### config.mk
export PLATFORM = sky130hd
export DESIGN_NAME = depth_test_writer
export DESIGN_NICKNAME = d
export VERILOG_FILES = /design/src/rtl/depth_test_writer.sv
export SDC_FILE = /design/constraint.sdc
export NUM_CORES = 1
export LEC_CHECK = 0
export CORE_AREA = 2 2 136 138
export CTS_BUF_LIST = sky130_fd_sc_hd__clkbuf_16
export DETAILED_ROUTE_END_ITERATION = 10
export DIE_AREA = 0 0 138 140
export DONT_BUFFER_PORTS = 1
export SLEW_MARGIN = 25
export SYNTH_ARGS = -nofsm -noshare
export SYNTH_HDL_FRONTEND = slang
export SYNTH_SLANG_ARGS = --single-unit
### constraint.sdc
create_clock -name clk_in -period 4.2 [get_ports clk_in]
set_input_delay 0 -clock clk_in [delete_from_list [all_inputs] [get_ports clk_in]]
set_output_delay 0 -clock clk_in [all_outputs]
set_load 0.05 [all_outputs]
### src/rtl/depth_test_writer.sv
// depth_test_writer: read-compare-write depth test feeding depth and framebuffer BRAMs,
// with a full-buffer clear sweep and saturating pass/reject counters.
module depth_test_writer #(
  parameter int FWIDTH = 16,
  parameter int COLOR_W = 16,
  parameter int FB_HRES = 320,
  parameter int FB_VRES = 180,
  parameter int RD_LAT = 2,
  parameter logic [COLOR_W-1:0] CLEAR_COLOR = '0,
  parameter int CNT_W = 24,
  localparam int HW = $clog2(FB_HRES),
  localparam int VW = $clog2(FB_VRES),
  localparam int ADDR_W = $clog2(FB_HRES*FB_VRES),
  localparam int NPIX = FB_HRES*FB_VRES
) (
  input  logic                     clk_in,
  input  logic                     rst_in,
  input  logic                     valid_in,
  output logic                     ready_out,
  input  logic [HW-1:0]            hcount_in,
  input  logic [VW-1:0]            vcount_in,
  input  logic signed [FWIDTH-1:0] z_in,
  input  logic [COLOR_W-1:0]       color_in,
  input  logic                     clear_in,
  output logic                     clear_busy_out,
  output logic [ADDR_W-1:0]        depth_addr_out,
  input  logic [FWIDTH-1:0]        depth_rd_data_in,
  output logic                     depth_wr_en_out,
  output logic [FWIDTH-1:0]        depth_wr_data_out,
  output logic [ADDR_W-1:0]        fb_addr_out,
  output logic                     fb_wr_en_out,
  output logic [COLOR_W-1:0]       fb_wr_data_out,
  output logic [CNT_W-1:0]         pass_count_out,
  output logic [CNT_W-1:0]         reject_count_out
);
  typedef enum logic [2:0] {IDLE, READ, WAIT, WRITE, CLEAR} state_t;
  localparam logic [FWIDTH-1:0] FAR_Z = {1'b0, {(FWIDTH-1){1'b1}}};
  state_t state;
  logic pend;
  logic signed [FWIDTH-1:0] z;
  logic [COLOR_W-1:0] color;
  logic [$clog2(RD_LAT+1)-1:0] wcnt;
  logic in_range, accept;
  logic [ADDR_W-1:0] pix_addr;
  assign ready_out = state == IDLE && !pend && !rst_in;
  assign accept = valid_in && ready_out && !clear_in;
  assign in_range = 32'(hcount_in) < FB_HRES && 32'(vcount_in) < FB_VRES;
  assign pix_addr = ADDR_W'(32'(vcount_in) * FB_HRES + 32'(hcount_in));
  always_ff @(posedge clk_in or posedge rst_in) begin
    if (rst_in) begin
      state <= IDLE;
      pend <= 1'b0;
      z <= '0;
      color <= '0;
      wcnt <= '0;
      clear_busy_out <= 1'b0;
      depth_addr_out <= '0;
      depth_wr_en_out <= 1'b0;
      depth_wr_data_out <= '0;
      fb_addr_out <= '0;
      fb_wr_en_out <= 1'b0;
      fb_wr_data_out <= '0;
      pass_count_out <= '0;
      reject_count_out <= '0;
    end else begin
      depth_wr_en_out <= 1'b0;
      depth_wr_data_out <= '0;
      fb_wr_en_out <= 1'b0;
      fb_wr_data_out <= '0;
      // a clear arriving mid-pixel waits until the pixel retires
      if (clear_in && (state == READ || state == WAIT || state == WRITE)) pend <= 1'b1;
      case (state)
        IDLE:
          if (clear_in || pend) begin
            state <= CLEAR;
            pend <= 1'b0;
            clear_busy_out <= 1'b1;
            depth_addr_out <= '0;
            fb_addr_out <= '0;
            depth_wr_en_out <= 1'b1;
            depth_wr_data_out <= FAR_Z;
            fb_wr_en_out <= 1'b1;
            fb_wr_data_out <= CLEAR_COLOR;
            pass_count_out <= '0;
            reject_count_out <= '0;
          end else if (accept && in_range) begin
            state <= READ;
            depth_addr_out <= pix_addr;
            z <= z_in;
            color <= color_in;
          end else if (accept) begin
            reject_count_out <= reject_count_out + CNT_W'(reject_count_out != '1);
          end
        READ: begin
          state <= WAIT;
          wcnt <= '0;
        end
        WAIT:
          if (32'(wcnt) == RD_LAT - 1) begin
            state <= WRITE;
            if (z < $signed(depth_rd_data_in)) begin
              depth_wr_en_out <= 1'b1;
              depth_wr_data_out <= z;
              fb_wr_en_out <= 1'b1;
              fb_addr_out <= depth_addr_out;
              fb_wr_data_out <= color;
              pass_count_out <= pass_count_out + CNT_W'(pass_count_out != '1);
            end else begin
              reject_count_out <= reject_count_out + CNT_W'(reject_count_out != '1);
            end
          end else begin
            wcnt <= wcnt + 1'b1;
          end
        WRITE: state <= IDLE;
        CLEAR:
          if (32'(depth_addr_out) == NPIX - 1) begin
            state <= IDLE;
            clear_busy_out <= 1'b0;
          end else begin
            depth_addr_out <= depth_addr_out + 1'b1;
            fb_addr_out <= fb_addr_out + 1'b1;
            depth_wr_en_out <= 1'b1;
            depth_wr_data_out <= FAR_Z;
            fb_wr_en_out <= 1'b1;
            fb_wr_data_out <= CLEAR_COLOR;
          end
        default: state <= IDLE;
      endcase
    end
  end
endmodule

== Word level (Yosys, flattened, before mapping) ==
Index checks and enable logic that the tools add are counted.

* Add/sub/neg operators: 6
* $mul: 1
* Order comparisons: 3
* Equal/unequal tests: 18
* Muxes and demuxes: 45
* Bitwise operators: 1
* Reduce and logical (&&, ||, !) cells: 26

{| class="wikitable"
|+ Operator list
! kind !! number
|-
| $mux W16 || 12
|-
| $mux W24 || 8
|-
| $pmux W16 S3 || 2
|-
| $pmux W24 S2 || 2
|-
| $add A24 B1 Y24 || 2
|-
| $ne A24 B24 Y1 const B || 2
|-
| $add A16 B1 Y16 const B || 2
|-
| $pmux W16 S2 || 1
|-
| $mux W15 || 2
|-
| $add A16 B9 Y16 || 1
|-
| $eq A16 B16 Y1 const B || 1
|-
| $lt A16 B16 Y1 || 1
|-
| $mux W3 || 4
|-
| $pmux W3 S4 || 1
|-
| $reduce_and A3 Y1 || 4
|-
| $mul A8 B3 Y10 const B || 1
|-
| $reduce_and A5 Y1 || 2
|-
| $lt A9 B9 Y1 const B || 1
|-
| $mux W1 || 9
|-
| $lt A8 B8 Y1 const B || 1
|-
| $ne A2 B2 Y1 const B || 4
|-
| $logic_and A1 B1 Y1 || 7
|-
| $eq A3 B2 Y1 const B || 2
|-
| $ne A2 B1 Y1 const B || 3
|-
| other kinds (19) || 25
|}

* Register bits: 152
* Input port bits: 69
* Output and inout bits: 116
* Logic and storage cells: 113

== Logic depth before layout (Yosys ltp) ==
Gate-level depths: netlist (run 1).

* Depth in word-level cells: 9
* Gate-level depth with buffers: 16
* Gate-level depth less buffers: 12

== Worst setup path before layout (run 1) ==
OpenSTA, ideal clock, no wires.

* Path kind: reg-to-reg
* Start: register pass_count_out[5]
* End: register pass_count_out[11]
* Setup time: 0.120 ns
* Arrival time: 3.361 ns
* Required time: 4.080 ns
* Path slack: 0.719 ns
* Cell stages (with the launch flop): 16
* Buffers on the path: 4
* Period minus slack after synthesis: 3.481 ns
* Cells stage by stage: dfrtp_1 > clkbuf_1 > and4_1 > and3_1 > clkbuf_1 > nand3_1 > nor2_1 > nand4_1 > or3_1 > ha_1 > nand2_1 > or3_1 > clkbuf_1 > nor3_1 > clkbuf_1 > a31o_2

* Word-level cells in the longest chain between the ends: 5

{| class="wikitable"
|+ Ends and longest elaborated chain
! element !! line !! source
|-
| start: declaration || 33 || <nowiki>output logic [CNT_W-1:0] pass_count_out,</nowiki>
|-
| start signal: assignment || 107 || <nowiki>pass_count_out <= pass_count_out + CNT_W'(pass_count_out != '1);</nowiki>
|-
| $ne A24 B24 Y1 || 107 ||
|-
| $add A24 B1 Y24 * || 107 ||
|-
| $mux W24 * || 101 || <nowiki>if (z < $signed(depth_rd_data_in)) begin</nowiki>
|-
| $mux W24 * || 99 || <nowiki>if (32'(wcnt) == RD_LAT - 1) begin</nowiki>
|-
| $pmux W24 S2 * || 72 || <nowiki>case (state)</nowiki>
|}

Mark *: on every way between the ends. The rest lies on a longest branch, timed or not. The select of a mux whose other input is x is not followed.
A chain may end at the register's enable or synchronous reset.

== Worst setup path in the final report (run 1) ==
* Start: register pass_count_out[8]
* End: register pass_count_out[18]

The elaborated chain is that of the path after synthesis.

==> flow_summary.toml, run 1 <==
[sta]
tightest_slew_ns = 0.873
hold_violations = 0
max_freq_mhz = 283
fin_crit_ns = 3.54
rsz0062_at_grt = "no"
period_share = 0.842
drv_slew = 0
final-setup-viol-count = 0
slew_headroom = 0.416
timing.setup.tns_ns = 0
fin_skew_ns = 0.0121

[critical_path]
ff2ff_setup_slack_ns = 0.66
critPathMaxFanout = 11
cp.arrival_ns = 3.87
rr_worst_depth = 13
cp_data_required_time_ns = 4.53
crit_path_start_kind = "register"
critPathCaptureType = "register"
critPathKind = "reg -> reg"

[cts]
cts_tree = "yes"
clockRootBuffer = "clkbuf_16"
htreeDepth = 4
clk_path_buf_depth = 2
insertion_delay_ns = 0.42
numCtsBuffers = 17
cts_resized = 0
clock_sinks = 152
clkTransAtPathRegs_ns = 0.06
post-cts-setup-buffer-count = 0

[synth]
synth_nets = 976
yosys_most_used_dff = "dfrtp_1"
yosysMostFrequentCell = "dfrtp_1"
synthXorXnorAreaFrac = 0.0182
netlist.area_leader.share = 0.464
synth_compound_area_frac = 0.179
async_flop_share = 1.00
yosysWarningCount = 0
synth_common_cells = "dfrtp_1 (152), o21ai_0 (70), nand2_1 (69), a21oi_1 (66), nor2_1 (64)"
synth_edf_count = 0
syn_avg_cell_area_um2 = 9.45
syn-cell-area_um2 = 8200
synth_top_family_by_area = "simple AND/OR/NAND/NOR gates"
yosys-top-cells-area = "dfrtp_1 (46%), ha_1 (5.6%), mux2_2 (4.4%)"
synth.distinct_cells = 62
synth-seq-cells = 152
yosysTopAreaCell = "dfrtp_1"
synthMuxAreaShare = 0.0439
synthAdderAreaFrac = 0.0613
netlist_instances = 868
synth_simple_gate_area_frac = 0.194
yosysSeqAreaShare = 0.464

[placement]
place_hpwl_um = 15500
port_buffers = 0
placed_cell_area_um2 = 8480
numPlacedInstances = 1071
routabilityCongestion = 0.835

[floorplan]
die_h_um = 140
num_rows = 49
ios = 185
die_w_um = 138
die-area_um2 = 19300
start_util = 0.461
core_area_um2 = 17800

[hold_path]
min_path_type = "in -> reg"
min_path_cells = 3

[pwr]
combPwrFrac = 0.056
p_per_area_nw_per_um2 = 341
clockPowerShare = 0.493
p_sw_mw = 0.715
leakagePower_nw = 4.28
intPower_mw = 2.53
pwr-share-seq = 0.451
p_total_mw = 3.24
ir_drop_uv = 241
switching_share = 0.220

[run]
drv_cap = 0

[final_layout]
utilization = 0.536
area.growth.synth_to_final_pct = 16.2
layout.nets = 1012
drive_above_1_share = 0.110
fin_area_um2 = 9520
num_antenna_cells = 0
instances_no_fill = 1146

[global_routing]
grt_overflow = 0
grtUsageTotal = 0.230
grt_max_degree = 124
grt_pass1_wl_um = 36500
grt_pass1_vias = 7024
antenna_found_initial = 0

[route]
drt_iter0_markers = 543
vias = 7019
drc_errors = 0
wl_per_cell_um = 19.4
antenna_left = 0
viasPerCell = 6.12
wirelength_um = 22200
drt_first_pass_iters = 7

[status]
status = "complete, no violations"
state kept, by name (all words and copies together) (netlist names):
| register | flops |
|---|---|
| state | 3 |
| z | 16 |
| reject_count_out | 24 |
| clear_busy_out | 1 |
| pass_count_out | 24 |
| wcnt | 2 |
| pend | 1 |
| depth_addr_out | 16 |
| fb_wr_data_out | 16 |
| fb_addr_out | 16 |
| fb_wr_en_out | 1 |
| depth_wr_data_out | 16 |
| color | 16 |
path summary, 6_finish.rpt:
path                                    from                     to
min reg2reg                             z[0]   depth_wr_data_out[0]
max in group asynchronous             rst_in  depth_wr_data_out[11]
min in group asynchronous             rst_in                   pend
max                        pass_count_out[8]     pass_count_out[18]
min                             vcount_in[0]      depth_addr_out[6]
max reg2reg                pass_count_out[8]     pass_count_out[18]
critical path: stages, from the launching register on:
cell and delay (ns):
dfrtp_1 0.68, and4_1 0.34, and3_1 0.29, nand3_1 0.10, nor2_1 0.30, nand4_1 0.17
or3_1 0.41, ha_1 0.22, ha_1 0.21, nand2_1 0.11, nor4_1 0.06, buf_4 0.21
a31o_2 0.23, a21oi_1 0.12
cell families after synthesis:
| logic type | count (synthesis) |
|---|---|
| xor gates and xnor gates | 17 |
| adders and majority gates | 39 |
| and+or+nand+nor | 309 |
| buffers and inverters | 83 |
| AOI/OAI and AO/OA | 236 |
| DFF | 152 |
| muxes | 32 |
layout make-up:
class,instances,area (µm²)
fill,1618,8260
multi-input combinational,633,4100
sequential,152,3800
timing repair buffer,61,566
clock buffer,17,425
tap,229,287
clock inverter,15,185
inverter,39,154
repair_timing:
item	CTS	global route
setup endpoints to repair	0	0
hold buffers	43	0
endpoints found under the hold margin	163	0
per-layer routing:
metal	part of all wire	global-route usage
met3	0.077	0.0674
met2	0.49	0.389
met5	0	0
met4	0.017	0.0779
met1	0.41	0.284
layout by cell type (no fill, tap or decap), types with 4 or more instances in the layout:
| cell type | count |
|---|---|
| a21o_1 | 22 |
| a21oi_1 | 66 |
| a22o_1 | 4 |
| a22oi_1 | 4 |
| a31o_2 | 7 |
| a31oi_1 | 13 |
| a32oi_1 | 4 |
| and2_1 | 8 |
| and3_1 | 28 |
| buf_4 | 18 |
| bufinv_16 | 4 |
| clkbuf_16 | 17 |
| dfrtp_1 | 152 |
| dlygate4sd3_1 | 43 |
| ha_1 | 37 |
| inv_1 | 40 |
| mux2_2 | 32 |
| nand2_1 | 68 |
| nand2b_1 | 5 |
| nand3_1 | 34 |
| nand4_1 | 18 |
| nor2_1 | 63 |
| nor3_1 | 17 |
| nor4_1 | 9 |
| o211ai_1 | 4 |
| o21a_1 | 6 |
| o21ai_0 | 70 |
| o2bb2ai_1 | 4 |
| o31ai_1 | 8 |
| or2_2 | 5 |
| or3_1 | 21 |
| or4_1 | 12 |
| xnor2_1 | 14 |
power groups by stage:
stage | Clock (mW) | Combinational (mW) | Sequential, mW
after global routing | 1.70 | 0.204 | 1.46
after floorplan | 0 | 0.112 | 1.49
final | 1.60 | 0.181 | 1.46
after detailed placement | 0 | 0.149 | 1.49
after CTS | 1.63 | 0.183 | 1.46
after global placement | 0 | 0.143 | 1.49
stage by stage:
| step | hold slack [ns] | setup slack, ns |
|---|---|---|
| after floorplan | 0.152 | 0.107 |
| after global placement | 0.152 | 0.801 |
| after CTS | 0.00154 | 0.707 |
| after detailed placement | 0.106 | 0.737 |
| after global routing | 0.00648 | 0.483 |
| final | 0.0206 | 0.664 |
(Power assumes the default switching activity.)
==> run 2: changes to the inputs <==
==> constraint.sdc (replaced) <==
create_clock -name clk_in -period 3.2 [get_ports clk_in]
set_input_delay 0 -clock clk_in [delete_from_list [all_inputs] [get_ports clk_in]]
set_output_delay 0 -clock clk_in [all_outputs]
set_load 0.05 [all_outputs]
==> run 2 against run 1 <==
Core utilization rose by 4.6 points. Critical path type unchanged. Final area up 8.5%. Highest routed layer unchanged. Total power is 41% higher. Maximum frequency up 13%. Non-clock buffer count is 80 higher.
==> flow_summary.toml, run 2 (synthesized netlist as in run 1, its figures left out) <==
[pwr]
p_per_area_nw_per_um2 = 441
ir_drop_uv = 364
leakagePower_nw = 4.74

[cts]
htreeDepth = 4
cts_tree = "yes"
insertion_delay_ns = 0.43
clockRootBuffer = "clkbuf_16"
clkTransAtPathRegs_ns = 0.06
clock_sinks = 152
numCtsBuffers = 17
clk_path_buf_depth = 2

[sta]
tightest_slew_ns = 0.885
setup_ws_ns = 0.0672
fin_crit_ns = 3.13
slew_headroom = 0.408
period_share = 0.979
hold_violations = 0
fin_skew_ns = 0.0122
final-setup-viol-count = 0
drv_slew = 0
max_freq_mhz = 319

[critical_path]
ff2ff_setup_slack_ns = 0.07
path_buf_inv = 0
critPathCaptureType = "register"
rr_worst_depth = 8
crit_start = "z[14]"
cp.arrival_ns = 3.47
path_common_cell = "or4_4"
cp_top_family = "simple AND/OR/NAND/NOR gates"
regToRegEndpoint = "pass_count_out[8]"
cp.depth = 8
cp-endpoint = "pass_count_out[8]"
cp_data_required_time_ns = 3.54
crit_path_start_kind = "register"
crit_slowest_cell = "or4_4"
r2r-start = "z[14]"
crit_chain = "ha_4, nand4_4, or3_1, or4_4, and4_4, or4_4, or3_4, a21oi_1"
critPathMaxFanout = 7
critPathMaxStageDelay_ns = 0.56
critPathKind = "reg -> reg"

[placement]
place_hpwl_um = 16800
port_buffers = 0
placed_cell_area_um2 = 9130
routabilityCongestion = 0.875
pre_cts_ws_ns = -0.00507

[route]
wl_per_cell_um = 18.9
vias = 7319
antenna_left = 0
drc_errors = 0
drt_first_pass_iters = 5
wirelength_um = 23200
viasPerCell = 5.97
drt_iter0_markers = 516

[global_routing]
grtUsageTotal = 0.240
antenna_found_initial = 1
grt_pass1_wl_um = 37800
grt_max_degree = 43
grt_overflow = 0
grt_pass1_vias = 7477

[floorplan]
die-area_um2 = 19300
start_util = 0.461
die_w_um = 138
ios = 185
core_area_um2 = 17800
num_rows = 49
die_h_um = 140

[final_layout]
drive_above_1_share = 0.200
layout.nets = 1092
fin_area_um2 = 10300
final_common_cell = "dfrtp_1"
mostFrequentLayoutCells = "dfrtp_1 (148), buf_4 (95), o21ai_0 (70)"
fillers = 1526
top_regs = "pass_count_out (24), reject_count_out (24)"
area.growth.synth_to_final_pct = 26.0

[hold_path]
min_path_type = "in -> reg"

[status]
status = "complete, no violations"

[run]
drv_cap = 0
## run 2: changes by cell type in the layout (fill, tap and decap cells not counted), moves of 3 or more
cell,delta
or4_1,-3
buf_4,+77
dfrtp_1,-4
ha_4,+4
or4_4,+3
bufinv_16,+3
dfrtp_2,+4
buf_12,+3
inv_6,+3
ha_1,-4
## run 2: final cells by class
class	instances	area, µm²	area share
multi-input combinational	633	4190	0.405
sequential	152	3810	0.369
timing repair buffer	141	1200	0.116
clock buffer	17	425	0.0412
tap	229	287	0.0277
clock inverter	14	269	0.0260
inverter	39	150	0.0145
antenna	1	2.50	0.000242
## run 2: how the worst min path moves through the flow
stage | from | endpoint | slack (ns) | depth (start not counted)
3_5_place_dp | rst_in | reject_count_out[1] | 0.14 | 1
5_1_grt | vcount_in[7] | depth_addr_out[15] | 0.009 | 3
6_report | vcount_in[1] | depth_addr_out[7] | 0.01 | 3
2_1_floorplan | color_in[15] | color[15] | 0.15 | 1
3_3_place_gp | rst_in | pend | 0.14 | 1
4_1_cts | vcount_in[1] | depth_addr_out[7] | 0.01 | 3
## run 2: worst min-delay path, stage by stage
cell and delay [ns]:
fa_1 0.17, a31oi_1 0.09, a21oi_1 0.13
## run 2: routing by layer
layer / wire length [µm] / track usage / up-vias / part of all wire
met2: 11500 / 0.410 / 255 / 0.50
met3: 1600 / 0.0721 / 57 / 0.069
met5: 0 / 0 / - / 0
li1: - / - / 3423 / -
met4: 641 / 0.0918 / 0 / 0.028
met1: 9470 / 0.285 / 3584 / 0.41
## run 2: power by group
part | leakage, nW | switching (mW) | internal, mW
clock | 0.331 | 0.837 | 1.55
combinational | 2.44 | 0.136 | 0.115
sequential | 1.97 | 0 | 1.92
## run 2: timing repair
| item | in CTS | in global routing |
|---|---|---|
| hold endpoints to repair | 82 | 0 |
| setup buffers | 0 | 2 |
| resized for setup | 1 | 8 |
| setup endpoints to repair | 2 | 9 |
| hold buffers | 43 | 0 |
## run 2: stage by stage
stage	power (mW)	hold slack [ns]	util	std cells	TNS [ns]
floorplan	2.11	0.152	-	868	0
global placement	2.16	0.136	0.514	1148	0
detailed placement	2.16	0.142	0.514	1148	-0.00849
finish	4.56	0.0113	0.581	1226	0
CTS	4.59	0.0133	0.577	1222	0
global route	4.72	0.00941	0.581	1226	-0.0000764
